**src/rtl/bcd_counter_n.sv**
```systemverilog
// bcd_counter_n: N-digit packed-BCD up/down counter with synchronous load,
// count enable, terminal-count decode and wrap or saturate behaviour at the
// ends. All stepping is done digit by digit in BCD; no binary count exists.
module bcd_counter_n #(
  parameter int DIGITS    = 3,
  parameter int MAX_COUNT = 999,
  parameter bit WRAP      = 1'b1
) (
  input  logic                  clk,
  input  logic                  rst,
  input  logic                  en,
  input  logic                  up,
  input  logic                  load,
  input  logic [4*DIGITS-1:0]   load_val,
  output logic [4*DIGITS-1:0]   bcd_out,
  output logic                  done,
  output logic                  zero,
  output logic                  carry,
  output logic                  err
);

  localparam int W = 4 * DIGITS;

  // Elaboration-time conversion of the decimal terminal value to packed BCD.
  function automatic logic [W-1:0] to_bcd(input int value);
    logic [W-1:0] r;
    int           v;
    r = '0;
    v = value;
    for (int i = 0; i < DIGITS; i++) begin
      r[4*i +: 4] = 4'(v % 10);
      v = v / 10;
    end
    return r;
  endfunction

  localparam logic [W-1:0] MAX_BCD = to_bcd(MAX_COUNT);

  // True when every nibble holds a legal decimal digit.
  function automatic logic bcd_valid(input logic [W-1:0] v);
    logic ok;
    ok = 1'b1;
    for (int i = 0; i < DIGITS; i++) begin
      ok = ok & (v[4*i +: 4] <= 4'd9);
    end
    return ok;
  endfunction

  // Ripple a +1 through the digits: 9 rolls to 0 and carries onward.
  function automatic logic [W-1:0] bcd_inc(input logic [W-1:0] v);
    logic [W-1:0] r;
    logic         c;
    r = v;
    c = 1'b1;
    for (int i = 0; i < DIGITS; i++) begin
      if (c && (v[4*i +: 4] == 4'd9)) begin
        r[4*i +: 4] = 4'd0;
      end else if (c) begin
        r[4*i +: 4] = v[4*i +: 4] + 4'd1;
        c = 1'b0;
      end else begin
        r[4*i +: 4] = v[4*i +: 4];
      end
    end
    return r;
  endfunction

  // Ripple a -1 through the digits: 0 rolls to 9 and borrows onward.
  function automatic logic [W-1:0] bcd_dec(input logic [W-1:0] v);
    logic [W-1:0] r;
    logic         b;
    r = v;
    b = 1'b1;
    for (int i = 0; i < DIGITS; i++) begin
      if (b && (v[4*i +: 4] == 4'd0)) begin
        r[4*i +: 4] = 4'd9;
      end else if (b) begin
        r[4*i +: 4] = v[4*i +: 4] - 4'd1;
        b = 1'b0;
      end else begin
        r[4*i +: 4] = v[4*i +: 4];
      end
    end
    return r;
  endfunction

  logic [W-1:0] count_r;
  logic [W-1:0] count_s;
  logic         carry_r;
  logic         carry_s;
  logic         err_r;
  logic         err_s;

  // Next-state selection: load beats count, count beats hold.
  always_comb begin
    count_s = count_r;
    carry_s = 1'b0;
    err_s   = 1'b0;
    if (load) begin
      if (bcd_valid(load_val) && (load_val <= MAX_BCD)) begin
        count_s = load_val;
      end else begin
        err_s = 1'b1;
      end
    end else if (en) begin
      if (up) begin
        if (count_r == MAX_BCD) begin
          if (WRAP) begin
            count_s = '0;
            carry_s = 1'b1;
          end else begin
            count_s = count_r;
          end
        end else begin
          count_s = bcd_inc(count_r);
        end
      end else begin
        if (count_r == '0) begin
          if (WRAP) begin
            count_s = MAX_BCD;
            carry_s = 1'b1;
          end else begin
            count_s = count_r;
          end
        end else begin
          count_s = bcd_dec(count_r);
        end
      end
    end else begin
      count_s = count_r;
    end
  end

  // Count and pulse registers with asynchronous clear.
  always_ff @(posedge clk or posedge rst) begin
    if (rst) begin
      count_r <= '0;
      carry_r <= 1'b0;
      err_r   <= 1'b0;
    end else begin
      count_r <= count_s;
      carry_r <= carry_s;
      err_r   <= err_s;
    end
  end

  assign bcd_out = count_r;
  assign carry   = carry_r;
  assign err     = err_r;
  assign done    = (count_r == MAX_BCD);
  assign zero    = (count_r == '0);

endmodule

```
**config.mk**
```make
export PLATFORM = sky130hd
export DESIGN_NAME = bcd_counter_n
export DESIGN_NICKNAME = d
export VERILOG_FILES = /design/src/rtl/bcd_counter_n.sv
export SDC_FILE = /design/constraint.sdc
export NUM_CORES = 1
export LEC_CHECK = 0
export CAP_MARGIN = 40
export CORE_MARGIN = 3
export CORE_UTILIZATION = 45
export CTS_CLUSTER_SIZE = 12
export DETAILED_ROUTE_END_ITERATION = 10
export PLACE_DENSITY = 0.86
export SLEW_MARGIN = 40
export SYNTH_ARGS = -nofsm -noshare
export SYNTH_HDL_FRONTEND = slang
export SYNTH_SLANG_ARGS = --single-unit
```
**constraint.sdc**
```tcl
create_clock -name clk -period 1.8 [get_ports clk]
set_input_delay 0.36 -clock clk [delete_from_list [all_inputs] [get_ports clk]]
set_output_delay 0.36 -clock clk [all_outputs]
set_load 0.01 [all_outputs]
```
# Yosys cells after proc, flatten, opt, wreduce, memory -nomap -nowiden
# Index checks and enable logic that the tools add are counted.
# word_totals
ff_bits	14
latch_bits	0
ramBits	0
romBits	0
inputBits	17
mem_count	0
# op_classes
addsub	6
n_mul	0
div_mod_pow	0
n_lt_le_gt_ge	4
n_eq_ne	7
n_shift	0
mux	43
n_bitwise	2
n_reduce_logical	15
# op_table
operator	count
2-to-1 mux 12 bit	6
2-to-1 mux 4 bit	10
2-to-1 mux 1 bit	27
adder 4 x 1 -> 4 bit, second input constant	3
equality test 12 bit, second input constant	1
equality test 4 bit, second input constant	3
<= comparator 12 bit, second input constant	1
<= comparator 4 bit, second input constant	3
zero test 12 bit	1
zero test 4 bit	3
subtractor 4 x 1 -> 4 bit, second input constant	3
!= test 5 x 1 -> 1 bit, second input constant	2
nonzero test 5 bit	2
AND reduction 4 bit	2
logical AND 1 bit	5
bitwise AND 1 bit	2
!= test 2 x 1 -> 1 bit, second input constant	1
AND reduction 2 bit	1
nonzero test 2 bit	1

# Logic depth before layout (Yosys ltp)
# Gate-level depths: netlist of the first run.
# logic_depth
ltp_word	18
depth_mapped	8
mapped_depth_nobuf	7

# Worst setup path after synthesis of the first run
# OpenSTA, ideal clock, no wires.
# synth_timing
path_type	flip-flop to flip-flop
from	register count_r[1] (netlist: bcd_out[1])
to	register count_r[10] (netlist: bcd_out[10])
setup_time_ps	125
t_arrival_ps	1941
t_required_ps	1675
path_slack_ps	-266
stages_incl_launch_ff	8
path_buffers	0
synth_period_minus_slack_ps	2066
cell_sequence	dfrtp_1 inv_1 ha_1 nand3b_4 nor4_4 nor2_1 a221o_1 mux2_4
# synth_lines
item	line	rtl
from (decl)	87	logic [W-1:0] count_r;
from (signal assigned)	141	count_r <= count_s;
equality test 12 bit *	--	
via done	16	output logic done,
2-to-1 mux 12 bit	107	if (count_r == MAX_BCD) begin
2-to-1 mux 12 bit	106	if (up) begin
2-to-1 mux 12 bit	105	end else if (en) begin
2-to-1 mux 12 bit	99	if (load) begin
# The timed path passes the listed nets; every way through them passes the cells marked *. The select of a mux whose other input is x is not followed.
# A chain may end at the register's enable or synchronous reset.

# Worst setup path in the final report of the first run
# layout_timing
from	register count_r[9] (netlist: bcd_out[9])
to	register count_r[10] (netlist: bcd_out[10])
# layout_between
elab_chain_len	7
# layout_rtl
item	line	rtl
subtractor 4 x 1 -> 4 bit (tied with other cells)	78	r[4*i +: 4] = v[4*i +: 4] - 4'd1;
2-to-1 mux 4 bit (tied with other cells)	77	end else if (b) begin
2-to-1 mux 4 bit (on tied branches)	75, 56	
2-to-1 mux 12 bit (on tied branches)	118, 107	
2-to-1 mux 12 bit	106	
2-to-1 mux 12 bit	105	
2-to-1 mux 12 bit	99	
# Parallel ways exist; a longest one is shown, timed or not. The select of a mux whose other input is x is not followed.

==> impl_metrics.csv, run 1 <==
group,metric,value,unit
grt,grt_antenna_before_repair,0,
yosys,syn-num-nets,191,
yosys,synth_area_leaders,"dfrtp_1 (26%), ha_1 (9.1%), nand2_1 (5.5%)",
layout,drive_gt1_share,40.2,%
yosys,syn_area_per_cell,8.34,um^2
clock_network,ctsHoldBuffers,0,
pwr,p_total,0.00274,W
yosys,async_flop_share,100,%
run_status,violations,"negative setup slack",
grt,grt_max_degree,15,
yosys,synth_top_area_share,25.6,%
detailed_routing,wirelength,5960,um
clock_network,cts-buffers-inserted,3,
floorplan,start_util,48.3,%
detailed_routing,wl_per_cell,21.5,um
yosys,ys_seq_elements,14,
clock_network,clk_pin_slew,0.12,ns
placed_design,dp_hpwl,3370,um
timing,timing.fmax,0.498,GHz
critical_path,crit_fanout,3,
placed_design,place_area,0.00203,mm^2
yosys,yosysTopAreaCell,"dfrtp_1",
detailed_routing,drt_iter0_markers,215,
yosys,ys_types,50,
critical_path,crit_type,"reg -> reg",
critical_path,arrival,2.21,ns
timing,period_minus_slack,2.01,ns
clock_network,cts_max_path_buffers,2,
layout,fillers,154,
floorplan,design.core.area,0.00283,mm^2
detailed_routing,vias,1880,
floorplan,die-area,0.00374,mm^2
layout,layout_common_cells,"buf_4 (54), clkdlybuf4s50_1 (24), nand2_1 (18), o21ai_0 (9), dfrtp_1 (9)",
yosys,synth_ff_type,"dfrtp_1",
timing,relSlewSlack,58.4,%
grt,overflow,0,
placed_design,io_buffers,32,
yosys,synth_seq_area_share,25.6,%
layout,area_delta_synth_final,67.2,%
grt,grt_pass1_wl,8760,um
clock_network,tritoncts,"yes",
floorplan,die_w,61.1,um
timing,tns,-1.18,ns
yosys,yosysWarnings,0,
timing,final.setup.worst_slack,-0.208,ns
pwr,vdd_drop_max,0.000929,V
placed_design,dp_slack,-0.289,ns
detailed_routing,vias_per_cell,6.79,
grt,track_usage,32.1,%
detailed_routing,first_pass_iters,10,
critical_path,critPathRequiredTime,2.00,ns
timing,finalCritPeriodShare,112,%
layout,nets,274,
layout,design_area,0.00229,mm^2
grt,grt_pass1_vias,1773,
timing,drv_slew,0,
yosys,synth_edf_count,0,
clock_network,clock_latency,0.34,ns
yosys,syn_area,0.00137,mm^2
critical_path,rr_worst_depth,8,
floorplan,die_height,61.1,um
floorplan,ios,33,
timing,fin_worst_skew,0.0227,ns
timing,tightest_slew,0.623,ns
layout,mostFrequentLayoutCell,"buf_4",
pwr,power_density,1200,mW/mm^2
clock_network,htree_num_levels,1,
critical_path,critPathCaptureType,"flop",
yosys,syn_inst,164,
layout,fin_util,80.8,%
critical_path,startpoint_type,"flop",
timing,grt_setup_unrepaired,"true",
timing,hold_viol_final,0,
floorplan,core.rowCount,19,
run,timing.max_cap.violations,0,
pwr,power.leakage,1.03,nW
clock_network,clock-root-buffer,"clkbuf_4",
clock_network,clock-sinks,14,
layout,num_antenna_cells,0,
hold_path,hold_path_class,"in -> async",
detailed_routing,ant_nets,0,
timing,setup_violations,9,
run_status,status,"finished with violations",
placed_design,gp_routability_congestion,0.952,
detailed_routing,drc,0,
synth_stat cells, types with 2 or more instances:
master	count
a31oi_1	4
a311o_1	2
o311ai_0	4
buf_2	5
nor2_1	9
nor4_1	2
o31a_1	3
ha_1	10
clkbuf_1	3
a211oi_1	4
nand4_1	2
nand3_1	5
a221oi_1	3
o21ai_1	2
inv_1	12
nor3b_1	2
mux2i_1	5
nor3_1	4
nand2_1	20
buf_6	2
nand3b_4	2
dfrtp_1	14
xnor2_1	2
o22ai_1	2
o21ai_0	9
a21oi_1	7
o21a_1	2
state kept, by name, indices dropped and copies added (netlist names):
name / count
err: 1
carry: 1
bcd_out: 12
what timing repair did:
item                                    in CTS  in global routing
pin swaps                                    5                  7
endpoints found under the setup margin      11                 19
setup buffers                               10                  5
resized for setup                           32                 14
worst max-delay path, stage by stage, from the launching register on:
cell and delay, ns:
dfrtp_1 0.43, inv_2 0.12, ha_4 0.16, nand2_4 0.05, nor4_4 0.32, buf_4 0.18
nor2_2 0.04, a221o_1 0.29, mux2_4 0.28
final cells by class:
| cell class | instances | area (um^2) | share of cell area [%] |
|---|---|---|---|
| well taps | 31 | 38.8 | 1.70 |
| multi-input cells | 126 | 1040 | 45.5 |
| flip-flops and latches | 14 | 357 | 15.6 |
| inverters | 13 | 53.8 | 2.35 |
| repair buffers | 89 | 759 | 33.2 |
| clock buffers | 4 | 36.3 | 1.59 |
power by group:
group | internal [W] | switching [W] | leakage [nW]
clock | 0.000124 | 0.000150 | 0.0210
sequential | 0.000424 | 0.000124 | 0.161
combinational | 0.000976 | 0.000940 | 0.851
worst paths after layout:
kind / startpoint / end / slack (ns)
worst max register to register: bcd_out[9] / bcd_out[10] / -0.21
worst max-delay path: bcd_out[9] / bcd_out[10] / -0.21
min in group clk: bcd_out[0] / bcd_out[0] / 0.61
worst min-delay path: rst / bcd_out[8] / 0.39
worst min register to register: bcd_out[0] / bcd_out[0] / 0.61
max in group asynchronous: rst / bcd_out[0] / 0.95
per-layer routing:
| metal | share of wire (%) | global-route usage (%) |
|---|---|---|
| met2 | 46 | 51.1 |
| met4 | 7.3 | 21.1 |
| met3 | 11 | 8.81 |
| met5 | 0 | 0 |
| met1 | 35 | 37.7 |
stage by stage:
stage	cells	hold WS, ns
floorplan	164	0.249
detailed placement	259	0.630
finish	277	0.386
CTS	273	0.429
global placement	259	0.620
global route	277	0.434
kinds of logic (layout without fill, tap and decap cells):
group / count (synthesis) / count (layout) / synth area share (%)
xor+xnor: 2 / 2 / 1.28
simple gates: 58 / 58 / 24.9
fa+ha+maj: 10 / 10 / 9.15
flops: 14 / 14 / 25.6
compound gates: 49 / 49 / 25.1
mux: 7 / 7 / 5.58
buf+inv: 24 / 106 / 8.42
Power figures use the tool's default switching activity.
==> run 2, diff against run 1 <==
REMOVE_ABC_BUFFERS = 1   (was unset)
==> run 2 against run 1 <==
Against the previous run: the run still ends with negative setup slack left; highest routed layer unchanged; cell count is 1.1% higher; non-clock buffer count is 3 higher; largest cell class unchanged; final area rose by 1.5%; sequential power is essentially flat.
==> impl_metrics.csv, run 2 (same netlist as run 1, synthesis figures left out) <==
group,metric,value,unit
run_status,status,"finished with violations",
run_status,violations,"negative setup slack",
placed_design,dp_slack,-0.331,ns
timing,grt_setup_unrepaired,"true",
clock_network,cts_max_path_buffers,2,
pwr,power.leakage,1.08,nW
detailed_routing,first_pass_iters,4,
clock_network,cts-buffers-inserted,3,
clock_network,clock_latency,0.30,ns
placed_design,io_buffers,32,
critical_path,crit_fanout,4,
grt,track_usage,32.2,%
critical_path,r2r_setup_slack,-0.21,ns
clock_network,clock-sinks,14,
detailed_routing,wl_per_cell,21.6,um
clock_network,clock-root-buffer,"clkbuf_4",
layout,area_delta_synth_final,69.6,%
floorplan,ios,33,
grt,overflow,0,
critical_path,crit_type,"reg -> reg",
floorplan,start_util,48.3,%
hold_path,hold_path_class,"in -> async",
detailed_routing,wirelength,6060,um
timing,hold_viol_final,0,
pwr,vdd_drop_max,0.00125,V
detailed_routing,drt_iter0_markers,233,
timing,final.setup.worst_slack,-0.213,ns
layout,layout_common_cells,"buf_4 (53), clkdlybuf4s50_1 (24), nand2_1 (19), dfrtp_1 (12), nor2_1 (8)",
detailed_routing,vias,1852,
critical_path,timing.rr.start,"bcd_out[0]",
layout,fin_util,82.0,%
floorplan,design.core.area,0.00283,mm^2
critical_path,rr_worst_depth,8,
layout,mostFrequentLayoutCell,"buf_4",
timing,setup_violations,12,
grt,grt_max_degree,15,
floorplan,core.rowCount,19,
layout,largest_reg_flops,12,
placed_design,dp_hpwl,3640,um
detailed_routing,drc,0,
floorplan,die-area,0.00374,mm^2
clock_network,htree_num_levels,1,
critical_path,critPathRequiredTime,1.99,ns
critical_path,critPathCaptureType,"flop",
timing,drv_slew,0,
timing,tightest_slew,0.599,ns
clock_network,tritoncts,"yes",
floorplan,die_w,61.1,um
layout,num_antenna_cells,0,
grt,grt_pass1_wl,8670,um
timing,fin_worst_skew,0.00963,ns
timing,period_minus_slack,2.01,ns
critical_path,startpoint_type,"flop",
timing,tns,-1.23,ns
critical_path,cp-endpoint,"bcd_out[10]",
timing,finalCritPeriodShare,112,%
critical_path,cp-startpoint,"bcd_out[0]",
run,timing.max_cap.violations,0,
timing,timing.fmax,0.497,GHz
layout,drive_gt1_share,39.4,%
pwr,power_density,1150,mW/mm^2
timing,relSlewSlack,60.0,%
grt,grt_antenna_before_repair,0,
detailed_routing,vias_per_cell,6.61,
placed_design,gp_routability_congestion,0.975,
layout,nets,277,
clock_network,clk_pin_slew,0.11,ns
detailed_routing,ant_nets,0,
grt,grt_pass1_vias,1785,
critical_path,worstReg2RegEnd,"bcd_out[10]",
critical_path,arrival,2.20,ns
floorplan,die_height,61.1,um
==> run 2: layer usage <==
metal	vias up	share of wire, %	global-route usage, %
met5	-	0	0
met4	0	6.8	22.0
met3	45	8.8	4.40
met2	150	47	55.4
met1	879	38	36.6
li1	778	-	-
==> run 2: worst max-delay path: stages, from the launching register on <==
cell and delay, ns:
dfrtp_1 0.44, inv_2 0.11, ha_4 0.15, and4bb_1 0.28, and3_4 0.23, buf_6 0.11, nor3_2 0.04, a221o_1 0.27
mux2_4 0.26
==> run 2: how the worst min path moves through the flow <==
stage | depth (start not counted) | end | from
final | 2 | bcd_out[2] | rst
after global routing | 2 | bcd_out[3] | rst
after CTS | 2 | bcd_out[2] | rst
after detailed placement | 2 | bcd_out[0] | bcd_out[0]
after global placement | 2 | bcd_out[0] | bcd_out[0]
after floorplan | 1 | bcd_out[0] | rst
==> run 2: per-stage QoR <==
| step | hold WS [ns] | cells | cell area (um^2) | total power [W] |
|---|---|---|---|---|
| CTS | 0.436 | 274 | 2220 | 0.00247 |
| global placement | 0.584 | 265 | 2030 | 0.00196 |
| floorplan | 0.249 | 153 | 1300 | 0.00125 |
| finish | 0.424 | 280 | 2320 | 0.00268 |
| detailed placement | 0.608 | 265 | 2030 | 0.00204 |
| global route | 0.498 | 280 | 2320 | 0.00280 |
==> run 2: cell type report <==
| type | count | area, um^2 |
|---|---|---|
| Multi-Input combinational cell | 126 | 1040 |
| Timing Repair Buffer | 92 | 798 |
| Fill cell | 173 | 509 |
| Sequential cell | 14 | 353 |
| Inverter | 13 | 48.8 |
| Tap cell | 31 | 38.8 |
| Clock buffer | 4 | 36.3 |
==> run 2: where the power goes <==
part           leakage (nW)  switching (W)  internal (W)
clock                0.0210       0.000128      0.000123
sequential            0.164       0.000129      0.000420
combinational         0.893       0.000935      0.000943
==> run 2: what timing repair did <==
item / 4_1_cts / 5_1_grt
endpoints found under the hold margin: 0 / 0
endpoints found under the setup margin: 11 / 18
resized for setup: 38 / 22
buffers inserted: 5 / 6
hold buffers: 0 / 0
pin swaps: 10 / 8
==> run 3, diff against run 2 <==
GPL_ROUTABILITY_DRIVEN = 1   (was unset)
MAX_ROUTING_LAYER = met4   (was unset)
==> run 3 against run 2 <==
Against the previous run: the flow still finishes with violations (negative setup slack); wire length is 2.3% higher; die area is the same; clock skew is 0.0061 ns higher; core utilization up 3.4 points; final area grew 4.2%; via count decreased by 1.3%; combinational power up 11%; critical path type unchanged; fmax fell by 2.4%; register-to-register slack got worse by 0.05 ns; worst setup slack lost 0.049 ns; sequential power fell by 1%; global-route usage rose by 1.6 points.
==> impl_metrics.csv, run 3 (same netlist as run 1, synthesis figures left out) <==
group,metric,value,unit
clock_network,ctsHoldBuffers,0,
detailed_routing,ant_nets,0,
timing,grt_setup_unrepaired,"true",
detailed_routing,drt_iter0_markers,217,
grt,grt_max_degree,15,
pwr,vdd_drop_max,0.00103,V
run_status,violations,"negative setup slack",
layout,nets,287,
detailed_routing,wl_per_cell,21.4,um
floorplan,die_height,61.1,um
clock_network,clock-root-buffer,"clkbuf_4",
layout,mostFrequentLayoutCell,"buf_4",
critical_path,arrival,2.25,ns
clock_network,htree_num_levels,1,
critical_path,path_cells,"buf_6 -> ha_4 -> nand3b_4 -> nor4_4 -> buf_4 -> nor2_2 -> a221o_1 -> mux2_4",
detailed_routing,wirelength,6190,um
timing,relSlewSlack,60.6,%
critical_path,critPathTopFamily,"simple AND/OR/NAND/NOR gates",
detailed_routing,drc,0,
placed_design,dp_hpwl,3640,um
grt,grt_antenna_before_repair,0,
placed_design,gp_routability_congestion,0.961,
run,timing.max_cap.violations,0,
run_status,status,"finished with violations",
pwr,p_total,0.00283,W
layout,seq_area,352,um^2
layout,largest_reg_flops,12,
timing,period_minus_slack,2.06,ns
critical_path,crit_type,"reg -> reg",
floorplan,die-area,0.00374,mm^2
timing,hold_viol_final,0,
grt,overflow,0,
clock_network,clk_pin_slew,0.11,ns
detailed_routing,first_pass_iters,7,
critical_path,critPathCaptureType,"flop",
detailed_routing,vias_per_cell,6.33,
pwr,power.leakage,1.13,nW
timing,tns,-1.64,ns
layout,drive_gt1_share,41.1,%
clock_network,cts_max_path_buffers,2,
timing,tightest_slew,0.586,ns
hold_path,hold_path_class,"in -> async",
floorplan,ios,33,
critical_path,slowest_delay,0.41,ns
clock_network,clock-sinks,14,
layout,fillers,159,
clock_network,cts-buffers-inserted,3,
placed_design,io_buffers,32,
floorplan,die_w,61.1,um
pwr,power_density,1170,mW/mm^2
grt,grt_pass1_vias,1814,
timing,finalCritPeriodShare,115,%
timing,timing.fmax,0.485,GHz
floorplan,core.rowCount,19,
clock_network,tritoncts,"yes",
critical_path,startpoint_type,"flop",
detailed_routing,vias,1828,
timing,drv_slew,0,
critical_path,slowest_stage,"dfrtp_1",
critical_path,crit_fanout,2,
critical_path,critPathBufInv,2,
clock_network,clock_latency,0.31,ns
layout,num_antenna_cells,0,
grt,grt_pass1_wl,8700,um
floorplan,start_util,48.3,%
floorplan,design.core.area,0.00283,mm^2
layout,multiInputGateArea,0.00105,mm^2
layout,layout_common_cells,"buf_4 (57), clkdlybuf4s50_1 (22), nand2_1 (19), dfrtp_1 (13), buf_6 (13)",
grt,track_usage,33.8,%
timing,setup_violations,13,
timing,fin_worst_skew,0.0157,ns
layout,fin_util,85.4,%
critical_path,critPathRequiredTime,1.99,ns
layout,area_delta_synth_final,76.8,%
timing,final.setup.worst_slack,-0.262,ns
-- run 3: changes by cell type in the layout (fill, tap and decap cells not counted), moves of 2 or more --
cell / before / now
buf_6: 7 / 13
buf_4: 53 / 57
clkdlybuf4s50_1: 24 / 22
dlygate4sd2_1: 1 / 3
inv_1: 6 / 8
inv_2: 6 / 4
nor3_1: 2 / 4
nor3_2: 2 / 0
-- run 3: layer usage --
layer / global-route usage, % / wire [um]
met2: 54.5 / 2950
met1: 38.5 / 2450
met5: - / 0
met3: 5.24 / 484
met4: 22.0 / 314
-- run 3: layout make-up --
cell class | count | share of cell area (%)
sequential | 14 | 14.5
clock buffer | 3 | 0.932
tap | 31 | 1.60
multi-input combinational | 126 | 43.3
inverter | 13 | 2.02
timing repair buffer | 102 | 37.6
-- run 3: where the power goes --
part | switching (W) | total (W) | internal [W] | leakage [nW]
combinational | 0.000982 | 0.00208 | 0.00109 | 0.952
sequential | 0.000125 | 0.000543 | 0.000418 | 0.165
clock | 0.000130 | 0.000208 | 0.0000784 | 0.0138
-- run 3: worst register-to-register path: stages, from the launching register on --
cell	delay [ns]
dfrtp_1	0.41
buf_6	0.13
ha_4	0.16
nand3b_4	0.10
nor4_4	0.34
buf_4	0.19
nor2_2	0.05
a221o_1	0.30
mux2_4	0.26
-- run 3: stage by stage --
stage	worst slack [ns]	hold WS (ns)	instances	cell area, um^2
2_1_floorplan	-0.271	0.249	153	1300
6_report	-0.262	0.437	289	2420
3_3_place_gp	-0.201	0.561	266	2050
3_5_place_dp	-0.331	0.580	266	2050
5_1_grt	-0.266	0.488	289	2420
4_1_cts	-0.127	0.423	288	2320
-- run 3: path summary, 6_finish.rpt --
check                      cells after the start     endpoint        from  slack, ns
min reg2reg                                    2   bcd_out[8]  bcd_out[8]       0.70
min                                            2   bcd_out[0]         rst       0.44
max in group asynchronous                      2   bcd_out[7]         rst       0.95
min in group clk                               2   bcd_out[8]  bcd_out[8]       0.70
max reg2reg                                    8  bcd_out[10]  bcd_out[0]      -0.26
max                                            8  bcd_out[10]  bcd_out[0]      -0.26
-- run 3: timing repair --
| item | 4_1_cts | 5_1_grt |
|---|---|---|
| endpoints found under the setup margin | 13 | 17 |
| gates resized for setup | 36 | 30 |
| pin swaps | 10 | 7 |
| gates cloned | 0 | 0 |
| buffers inserted | 19 | 3 |
